--- config.mk ---
export PLATFORM = sky130hd
export DESIGN_NAME = hilo_muldiv_unit
export DESIGN_NICKNAME = d
export VERILOG_FILES = /design/src/rtl/mips_pkg.sv /design/src/rtl/muldiv_step.sv /design/src/rtl/hilo_muldiv_unit.sv
export SDC_FILE = /design/constraint.sdc
export NUM_CORES = 1
export LEC_CHECK = 0
export BUFFER_PORTS_ARGS = -buffer_cell sky130_fd_sc_hd__buf_2
export CORE_AREA = 4 4 169 171
export CTS_BUF_LIST = sky130_fd_sc_hd__clkbuf_8
export CTS_CLUSTER_DIAMETER = 80
export CTS_CLUSTER_SIZE = 24
export DETAILED_ROUTE_END_ITERATION = 12
export DIE_AREA = 0 0 173 175
export PLACE_DENSITY_LB_ADDON = 0.25
export SLEW_MARGIN = 30
export SYNTH_ARGS = -nofsm -noshare
export SYNTH_HDL_FRONTEND = slang
export SYNTH_SLANG_ARGS = --single-unit
export TNS_END_PERCENT = 20
--- constraint.sdc ---
create_clock -name clk -period 4.51 [get_ports clk]
set_input_delay 0.451 -clock clk [delete_from_list [all_inputs] [get_ports clk]]
set_output_delay 0.451 -clock clk [all_outputs]
set_load 0.01 [all_outputs]
--- src/rtl/mips_pkg.sv ---
// Shared MIPS definitions for the HI/LO multiply/divide path.
// Latency: n/a (types, constants and a combinational helper only).
// Backpressure: n/a.
package mips_pkg;

  // R-type functcodes routed to the HI/LO unit
  localparam logic [5:0] FUNCT_MULT  = 6'h18;
  localparam logic [5:0] FUNCT_MULTU = 6'h19;
  localparam logic [5:0] FUNCT_DIV   = 6'h1a;
  localparam logic [5:0] FUNCT_DIVU  = 6'h1b;
  localparam logic [5:0] FUNCT_MTHI  = 6'h11;
  localparam logic [5:0] FUNCT_MTLO  = 6'h13;

  typedef enum logic [1:0] {
    IDLE = 2'd0,
    RUN  = 2'd1,
    FIX  = 2'd2
  } muldiv_state_t;

  // Two's-complement magnitude. 0x80000000 maps to itself, which is the
  // correct unsigned magnitude.
  function automatic logic [31:0] abs32(input logic [31:0] v);
    return v[31] ? (~v + 32'd1) : v;
  endfunction

endpackage

--- src/rtl/muldiv_step.sv ---
// One radix-2 iteration of the shift-add multiplier or restoring divider.
// Latency: combinational.
// Backpressure: none; the caller registers the result.
// Ports: is_div selects divide; acc_i is the {upper,lower} working register;
//        opnd_i is the multiplicand or divisor magnitude; acc_o is the next
//        working register (quotient bit slot left 0); q_bit_o is the new
//        quotient bit (0 for multiply).
module muldiv_step #(
  parameter int W = 32
) (
  input  logic           is_div,
  input  logic [2*W-1:0] acc_i,
  input  logic [W-1:0]   opnd_i,
  output logic [2*W-1:0] acc_o,
  output logic           q_bit_o
);

  logic [W:0] sum;
  logic [W:0] trial;
  logic [W:0] diff;

  always_comb begin
    // Multiply: acc = {partial product, remaining multiplier bits}.
    // Add the multiplicand when the multiplier LSB is set, then shift the
    // carry-extended sum right into the product.
    sum   = {1'b0, acc_i[2*W-1:W]} + (acc_i[0] ? {1'b0, opnd_i} : '0);
    // Divide: acc = {remainder, remaining dividend/quotient bits}.
    // The remainder is always below the divisor, so the shifted trial fits
    // in W+1 bits and diff[W] is a clean borrow flag.
    trial = {acc_i[2*W-1:W], acc_i[W-1]};
    diff  = trial - {1'b0, opnd_i};

    acc_o   = '0;
    q_bit_o = 1'b0;
    if (is_div) begin
      q_bit_o = ~diff[W];
      acc_o   = {(diff[W] ? trial[W-1:0] : diff[W-1:0]), acc_i[W-2:0], 1'b0};
    end else begin
      acc_o   = {sum, acc_i[W-1:1]};
    end
  end

endmodule

--- src/rtl/hilo_muldiv_unit.sv ---
// Iterative multiply/divide unit owning the architectural HI/LO registers.
// Latency: accept at E0, 32 RUN edges, HI/LO written with done at E33.
// Backpressure: req_ready only in IDLE; requester holds inputs while low.
// Ports: req_valid/req_ready handshake with functcode, rs_content,
//        rt_content; cancel aborts an in-flight op or drops an IDLE request;
//        busy = op in flight; done = one-cycle pulse after HI/LO update.
module hilo_muldiv_unit
  import mips_pkg::*;
#(
  parameter int DATA_WIDTH = 32
) (
  input  logic                  clk,
  input  logic                  rst_n,
  input  logic                  req_valid,
  output logic                  req_ready,
  input  logic [5:0]            functcode,
  input  logic [DATA_WIDTH-1:0] rs_content,
  input  logic [DATA_WIDTH-1:0] rt_content,
  input  logic                  cancel,
  output logic                  busy,
  output logic                  done,
  output logic [DATA_WIDTH-1:0] HI,
  output logic [DATA_WIDTH-1:0] LO
);

  localparam int W     = DATA_WIDTH;
  localparam int CNT_W = $clog2(DATA_WIDTH);

  muldiv_state_t  state_q, state_d;
  logic [CNT_W-1:0] cnt_q, cnt_d;
  logic [2*W-1:0] acc_q, acc_d;
  logic [W-1:0]   opnd_q, opnd_d;
  logic [W-1:0]   rs_q, rs_d;
  logic           is_div_q, is_div_d;
  logic           neg_q, neg_d;        // negate product / quotient
  logic           rem_neg_q, rem_neg_d;
  logic           dz_q, dz_d;          // divide by zero
  logic [W-1:0]   hi_q, hi_d;
  logic [W-1:0]   lo_q, lo_d;
  logic           done_q, done_d;

  logic [2*W-1:0] step_acc;
  logic           step_q_bit;
  logic           op_signed;
  logic           op_div;
  logic [W-1:0]   mag_rs;
  logic [W-1:0]   mag_rt;

  muldiv_step #(.W(W)) u_step (
    .is_div  (is_div_q),
    .acc_i   (acc_q),
    .opnd_i  (opnd_q),
    .acc_o   (step_acc),
    .q_bit_o (step_q_bit)
  );

  always_comb begin
    state_d   = state_q;
    cnt_d     = cnt_q;
    acc_d     = acc_q;
    opnd_d    = opnd_q;
    rs_d      = rs_q;
    is_div_d  = is_div_q;
    neg_d     = neg_q;
    rem_neg_d = rem_neg_q;
    dz_d      = dz_q;
    hi_d      = hi_q;
    lo_d      = lo_q;
    done_d    = 1'b0;

    op_signed = (functcode == FUNCT_MULT) || (functcode == FUNCT_DIV);
    op_div    = (functcode == FUNCT_DIV)  || (functcode == FUNCT_DIVU);
    mag_rs    = op_signed ? abs32(rs_content) : rs_content;
    mag_rt    = op_signed ? abs32(rt_content) : rt_content;

    case (state_q)
      IDLE: begin
        if (req_valid && !cancel) begin
          case (functcode)
            FUNCT_MULT, FUNCT_MULTU, FUNCT_DIV, FUNCT_DIVU: begin
              state_d   = RUN;
              cnt_d     = '0;
              is_div_d  = op_div;
              neg_d     = op_signed && (rs_content[W-1] ^ rt_content[W-1]);
              rem_neg_d = op_signed && rs_content[W-1];
              dz_d      = (rt_content == '0);
              rs_d      = rs_content;
              // Divide keeps the dividend in the low half; multiply keeps
              // the multiplier there and adds the multiplicand on top.
              acc_d     = {{W{1'b0}}, op_div ? mag_rs : mag_rt};
              opnd_d    = op_div ? mag_rt : mag_rs;
            end
            FUNCT_MTHI: hi_d = rs_content;
            FUNCT_MTLO: lo_d = rs_content;
            default: ;
          endcase
        end
      end
      RUN: begin
        if (cancel) begin
          state_d = IDLE;
          cnt_d   = '0;
        end else begin
          acc_d = step_acc | {{(2*W-1){1'b0}}, step_q_bit};
          cnt_d = cnt_q + CNT_W'(1);
          if (cnt_q == CNT_W'(W-1)) state_d = FIX;
        end
      end
      FIX: begin
        state_d = IDLE;
        if (!cancel) begin
          done_d = 1'b1;
          if (!is_div_q) begin
            {hi_d, lo_d} = neg_q ? (~acc_q + 1'b1) : acc_q;
          end else if (dz_q) begin
            lo_d = '1;
            hi_d = rs_q;
          end else begin
            lo_d = neg_q     ? (~acc_q[W-1:0] + 1'b1)   : acc_q[W-1:0];
            hi_d = rem_neg_q ? (~acc_q[2*W-1:W] + 1'b1) : acc_q[2*W-1:W];
          end
        end
      end
      default: state_d = IDLE;
    endcase
  end

  always_ff @(posedge clk or negedge rst_n) begin
    if (!rst_n) begin
      state_q   <= IDLE;
      cnt_q     <= '0;
      acc_q     <= '0;
      opnd_q    <= '0;
      rs_q      <= '0;
      is_div_q  <= 1'b0;
      neg_q     <= 1'b0;
      rem_neg_q <= 1'b0;
      dz_q      <= 1'b0;
      hi_q      <= '0;
      lo_q      <= '0;
      done_q    <= 1'b0;
    end else begin
      state_q   <= state_d;
      cnt_q     <= cnt_d;
      acc_q     <= acc_d;
      opnd_q    <= opnd_d;
      rs_q      <= rs_d;
      is_div_q  <= is_div_d;
      neg_q     <= neg_d;
      rem_neg_q <= rem_neg_d;
      dz_q      <= dz_d;
      hi_q      <= hi_d;
      lo_q      <= lo_d;
      done_q    <= done_d;
    end
  end

  assign req_ready = (state_q == IDLE);
  assign busy      = (state_q != IDLE);
  assign done      = done_q;
  assign HI        = hi_q;
  assign LO        = lo_q;

endmodule

Word-level counts from Yosys, hierarchy flattened. Cells that the tools add are included. Widths: inputs -> output; s select.

Multiplexer cells: 40. Reduce and logical (&&, ||, !) cells: 18. Add/sub/neg operators: 8. Bitwise gates (word level): 8. Equality and inequality tests: 16.

Operators by type and width (count): $mux 32 (20); $mux 64 (5); $add 32x1->32 const B (4); $not 32->32 (4); $pmux 32 s2 (2); $pmux 64 s2 (1); $add 64x1->64 const B (1); $not 64->64 (1); $or 64x1->64 (1); $eq 6x5->1 const B (6); $add 32x33->33 (1); $sub 33x32->33 (1); $logic_not 32->1 (1); $mux 5 (3); $reduce_and 4->1 (3); $pmux 5 s2 (1); $reduce_and 3->1 (3); $mux 2 (4); $ne 2x1->1 const B (4); $reduce_bool 2->1 (3); $add 5x1->5 const B (1); $eq 5x5->1 const B (1); $ne 2x2->1 const B (2); $pmux 2 s2 (1); 11 further kinds (16).

Input bits: 74. Register bits after elaboration: 204. Word-level logic and storage cells: 102.

Depth between registers and ports, before layout.
Word-level depth: 8. Mapped depth: 14.

Hierarchy. A second synthesis with hierarchy kept.

Cell total of the unflattened synthesis: 2385. Area, all modules: 18273.8 sq um.

By module, submodules not included: hilo_muldiv_unit (area an instance 13593.0 sq um, times used 1, cells an instance 1700); muldiv_step (area an instance 4680.7 sq um, times used 1, cells an instance 685).

Least setup slack after synthesis. OpenSTA, ideal clock, no wires.

Kind: reg-to-reg. Start: register acc_q[0]. End: register acc_q[60]. Path slack: 1.265 ns. Required time: 4.373 ns. Library setup time: 0.137 ns. Stages on the path, launching flop included: 14. Path buffers: 1. Arrival: 3.108 ns. Period minus slack after synthesis: 3.245 ns. Path through: dfrtp_1 inv_1 clkbuf_1 nor2_1 ha_1 a21o_1 a21o_1 a211oi_1 a31oi_1 a2111oi_0 o31ai_1 xor2_1 a222oi_1 o31ai_1.

Longest elaborated chain between the ends: 6.

Ends and longest elaborated chain: start: declaration (RTL line hilo_muldiv_unit.sv:31) `logic [2*W-1:0] acc_q, acc_d;`; start signal: assignment (RTL line hilo_muldiv_unit.sv:132) `acc_q <= '0;`; start signal: assignment (RTL line hilo_muldiv_unit.sv:145) `acc_q <= acc_d;`; $mux 32 (RTL line muldiv_step.sv:26) `sum = {1'b0, acc_i[2*W-1:W]} + (acc_i[0] ? {1'b0, opnd_i} : '0);`; $add 32x33->33 (RTL line muldiv_step.sv:26); $mux 64 (RTL line muldiv_step.sv:35) `if (is_div) begin`; $or 64x1->64 (RTL line hilo_muldiv_unit.sv:104) `acc_d = step_acc | {{(2*W-1){1'b0}}, step_q_bit};`; $mux 64 (RTL line hilo_muldiv_unit.sv:100) `if (cancel) begin`; $pmux 64 s2 (RTL line hilo_muldiv_unit.sv:76) `case (state_q)`.

No other way between the ends. The select of a mux whose other input is x is not followed. A chain may end at the register's enable or synchronous reset.

Worst setup path in the final report. Ends and elaborated chain as after synthesis.

==> metrics.txt <==
status=finished, violations left; violated checks=hold timing; Yosys Warn Count=0; Worst-Margin Slew=0.931 ns; Die W=approximately 170 um; Post-CTS Setup Inserts=0; Worst Skew=0.0556 ns; clock root buffer master=clkbuf_8; initial antenna violation count=0; pin count of the biggest net entering global routing=a little under 100; critical path arrival=4.56 ns; Final GP Congestion=0.966; crit end category=flip-flop; P_leak=about 8 nW; routed wire length=between 50000 and 60000 um; cts-stage hold buffer count=0; min cycle time layout=4.12 ns; first-pass GRT wire length=90600 um; die area=30300 sq um; iteration count of the initial detailed-routing pass=8; period utilisation layout=between 90% and 100%; critical path peak fanout=15; TritonCTS clock tree=built; Total Routing Usage GR=a little under two fifths; Cell Pwr Density=434 nW/um^2; post-synth cell types=70; Place WS=0.511 ns; Num CTS Buffers=14; Fin. Hold Viols=29; Detail Placement HPWL=about 44000 um; initial drt markers=2785; total power draw=0.00785 W; DR vias/cell=6.71; Synth Area in Compound Gates=25.2%; synthesized-area fraction occupied by adder cells=5.41%; CP required=4.95 ns; asr flop ratio synth=100%; # resized after CTS=0; largest family of logic cells by synthesized area=compound AO/OA/AOI/OAI gates; startpoint types=flip-flop; I/O pins=141; Antenna Cells=0; layout cells sized above 1=9.86%; Final Max Slew Viols=0; Final ANT Viol Nets=0; Bufs on Longest Clock Path=3; nets=about 2400; CP Class=reg -> reg; Setup TNS=0 ns; number of max-cap violations=0; Worst-Skew Late Latency=0.57 ns; Max Clock Freq=243 MHz; FP Rows=60; Primary FF master, synth=dfrtp_1; chip height=about 180 um; Initial Util=62.9%; Syn Area/Cell=7.59 sq um; post-synthesis mux area share=4.19%; Post-Synth XOR/XNOR Area=around a tenth; synthesis-to-layout area growth=6.86%; simple-gate area share of the yosys netlist=around a fifth; PnR worst setup slack=just under 0.4 ns; Slew HR=between 30 and 40%; clk slew on worst S/H paths=0.16 ns; maximum VDD drop=0.000315 V; RSZ-0062 raised after global routing=false; Post-synth EDFFs=0; drt wl/cell=between 20 and 25 um; vias=17500; syn_nets=about 2400; CTS Sinks=204; IO buf count=140; #FFs+latches synth=204; Mapped Cells=around 2200; Min-Delay Path Class=in -> async; vias in the first global route=16100; post-synthesis sequential area ratio=30.2%; H-tree level count=1; Core ar.=between 20000 and 30000 sq um; Cell Area, Synth=16900 sq um; GR Overflow Total=0; fin util=67.3%; Final setup viols=0; final hold slack=-0.0418 ns; DRC Markers=0
-- through the flow --
stage / instance area, sq um / cells
2_1_floorplan: 16900 / 2229
3_3_place_gp: 17800 / 2590
3_5_place_dp: 17800 / 2590
4_1_cts: 18100 / 2612
5_1_grt: 18100 / 2612
6_report: 18100 / 2612
-- state kept, by name (all words and copies together) (netlist names) --
signal,flops
HI,32
LO,32
acc_q,64
cnt_q,5
done,1
dz_q,1
is_div_q,1
neg_q,1
opnd_q,32
rem_neg_q,1
rs_q,32
state_q,2
-- cell usage in the layout, fill, tap and decap left out, drive strengths merged, types with 16 or more instances in the layout --
cell      n
nand2   374
o21ai   246
dfrtp   204
nor2    188
buf     174
a21oi   148
xnor2   102
xor2     86
ha       70
mux2i    64
inv      63
o22ai    49
nand3    40
nor3     33
o31ai    33
a31oi    32
a21o     29
or3      27
nand2b   23
o211ai   21
a22oi    19
clkbuf   17
or4      17
a211oi   16
-- cells by family (layout without fill, tap and decap cells) --
logic type | count (synthesis) | after routing
multiplexers | 70 | 70
AND/OR/NAND/NOR | 784 | 784
buffers and inverters | 215 | 257
adder cells (fa/ha/maj) | 72 | 72
XOR/XNOR | 188 | 188
flip-flops | 204 | 204
AO/OA/AOI/OAI | 696 | 696
-- final timing paths --
check / start / to / slack (ns) / cells past startpoint
setup / recovery: acc_q[0] / acc_q[60] / 0.39 / 13
hold / removal: rst_n / rs_q[28] / -0.04 / 1
setup reg to reg: acc_q[0] / acc_q[60] / 0.39 / 13
hold reg to reg: LO[17] / LO[17] / 0.49 / 2
max in group asynchronous: rst_n / acc_q[46] / 3.42 / 2
min in group clk: rs_content[6] / rs_q[6] / 0.18 / 3
-- cell type report --
type / instances / area, sq um
sequential: 204 / 5110
clock buffer: 16 / 220
clock inverter: 6 / 70.1
multi-input combinational: 1810 / 11000
fill: 2339 / 8800
inverter: 60 / 225
tap: 341 / 427
timing repair buffer: 175 / 997
-- critical path, stage by stage (launching register included) --
cell and delay [ns]:
dfrtp_1 0.49, inv_1 0.42, buf_4 0.26, nor2_1 0.06, ha_1 0.38, nand3_1 0.15, nor2_1 0.08, a211oi_1 0.40
a31oi_1 0.25, a2111oi_0 0.63, o31ai_1 0.21, xor2_1 0.18, a222oi_1 0.35, o31ai_1 0.12
-- power breakdown --
part | internal [W] | switching [W]
Clock | 0.000359 | 0.000705
Combinational | 0.00160 | 0.00237
Sequential | 0.00217 | 0.000646
-- per-layer routing --
layer	vias up	part of all wire, %	track usage (%)
li1	7985	-	-
met1	8145	40	51.9
met2	1222	41	54.5
met3	178	13	9.89
met4	0	5.1	16.0
met5	-	0	0
-- cell usage after synthesis, types with 6 or more instances --
library cell  count  area (sq um)
ha_1             70           876
or4_1            16           120
or3_1            26           163
nor3_1           33           165
nor3b_1           6          45.0
o21ai_0         237          1190
o21a_1           13          97.6
and2_1           12          75.1
mux2_2            6          67.6
nand3_1          40           200
and3_1           13          81.3
nor2b_1          13          81.3
o22ai_1          49           307
o31ai_1          32           240
a21oi_1         148           741
a221oi_1         12           105
or2_2             7          43.8
dfrtp_1         204          5100
a21o_1           29           218
o41ai_1          13           114
clkbuf_1        137           514
mux2i_1          64           641
buf_2             6          30.0
xnor2_1         102           893
a211o_1           6          52.6
a22oi_1          19           143
o21ai_1           9          45.0
o211ai_1         21           158
nand2_1         374          1400
a221o_1           6          60.1
nand2b_1         23           144
nand4_1          11          68.8
nor4_1           13          81.3
inv_1            58           218
a31oi_1          32           200
buf_1            11          41.3
a311oi_1          6          52.6
xor2_1           86           753
a211oi_1         16           120
o21bai_1          7          52.6
nor2_1          188           706
Power figures use the tool's default switching activity.
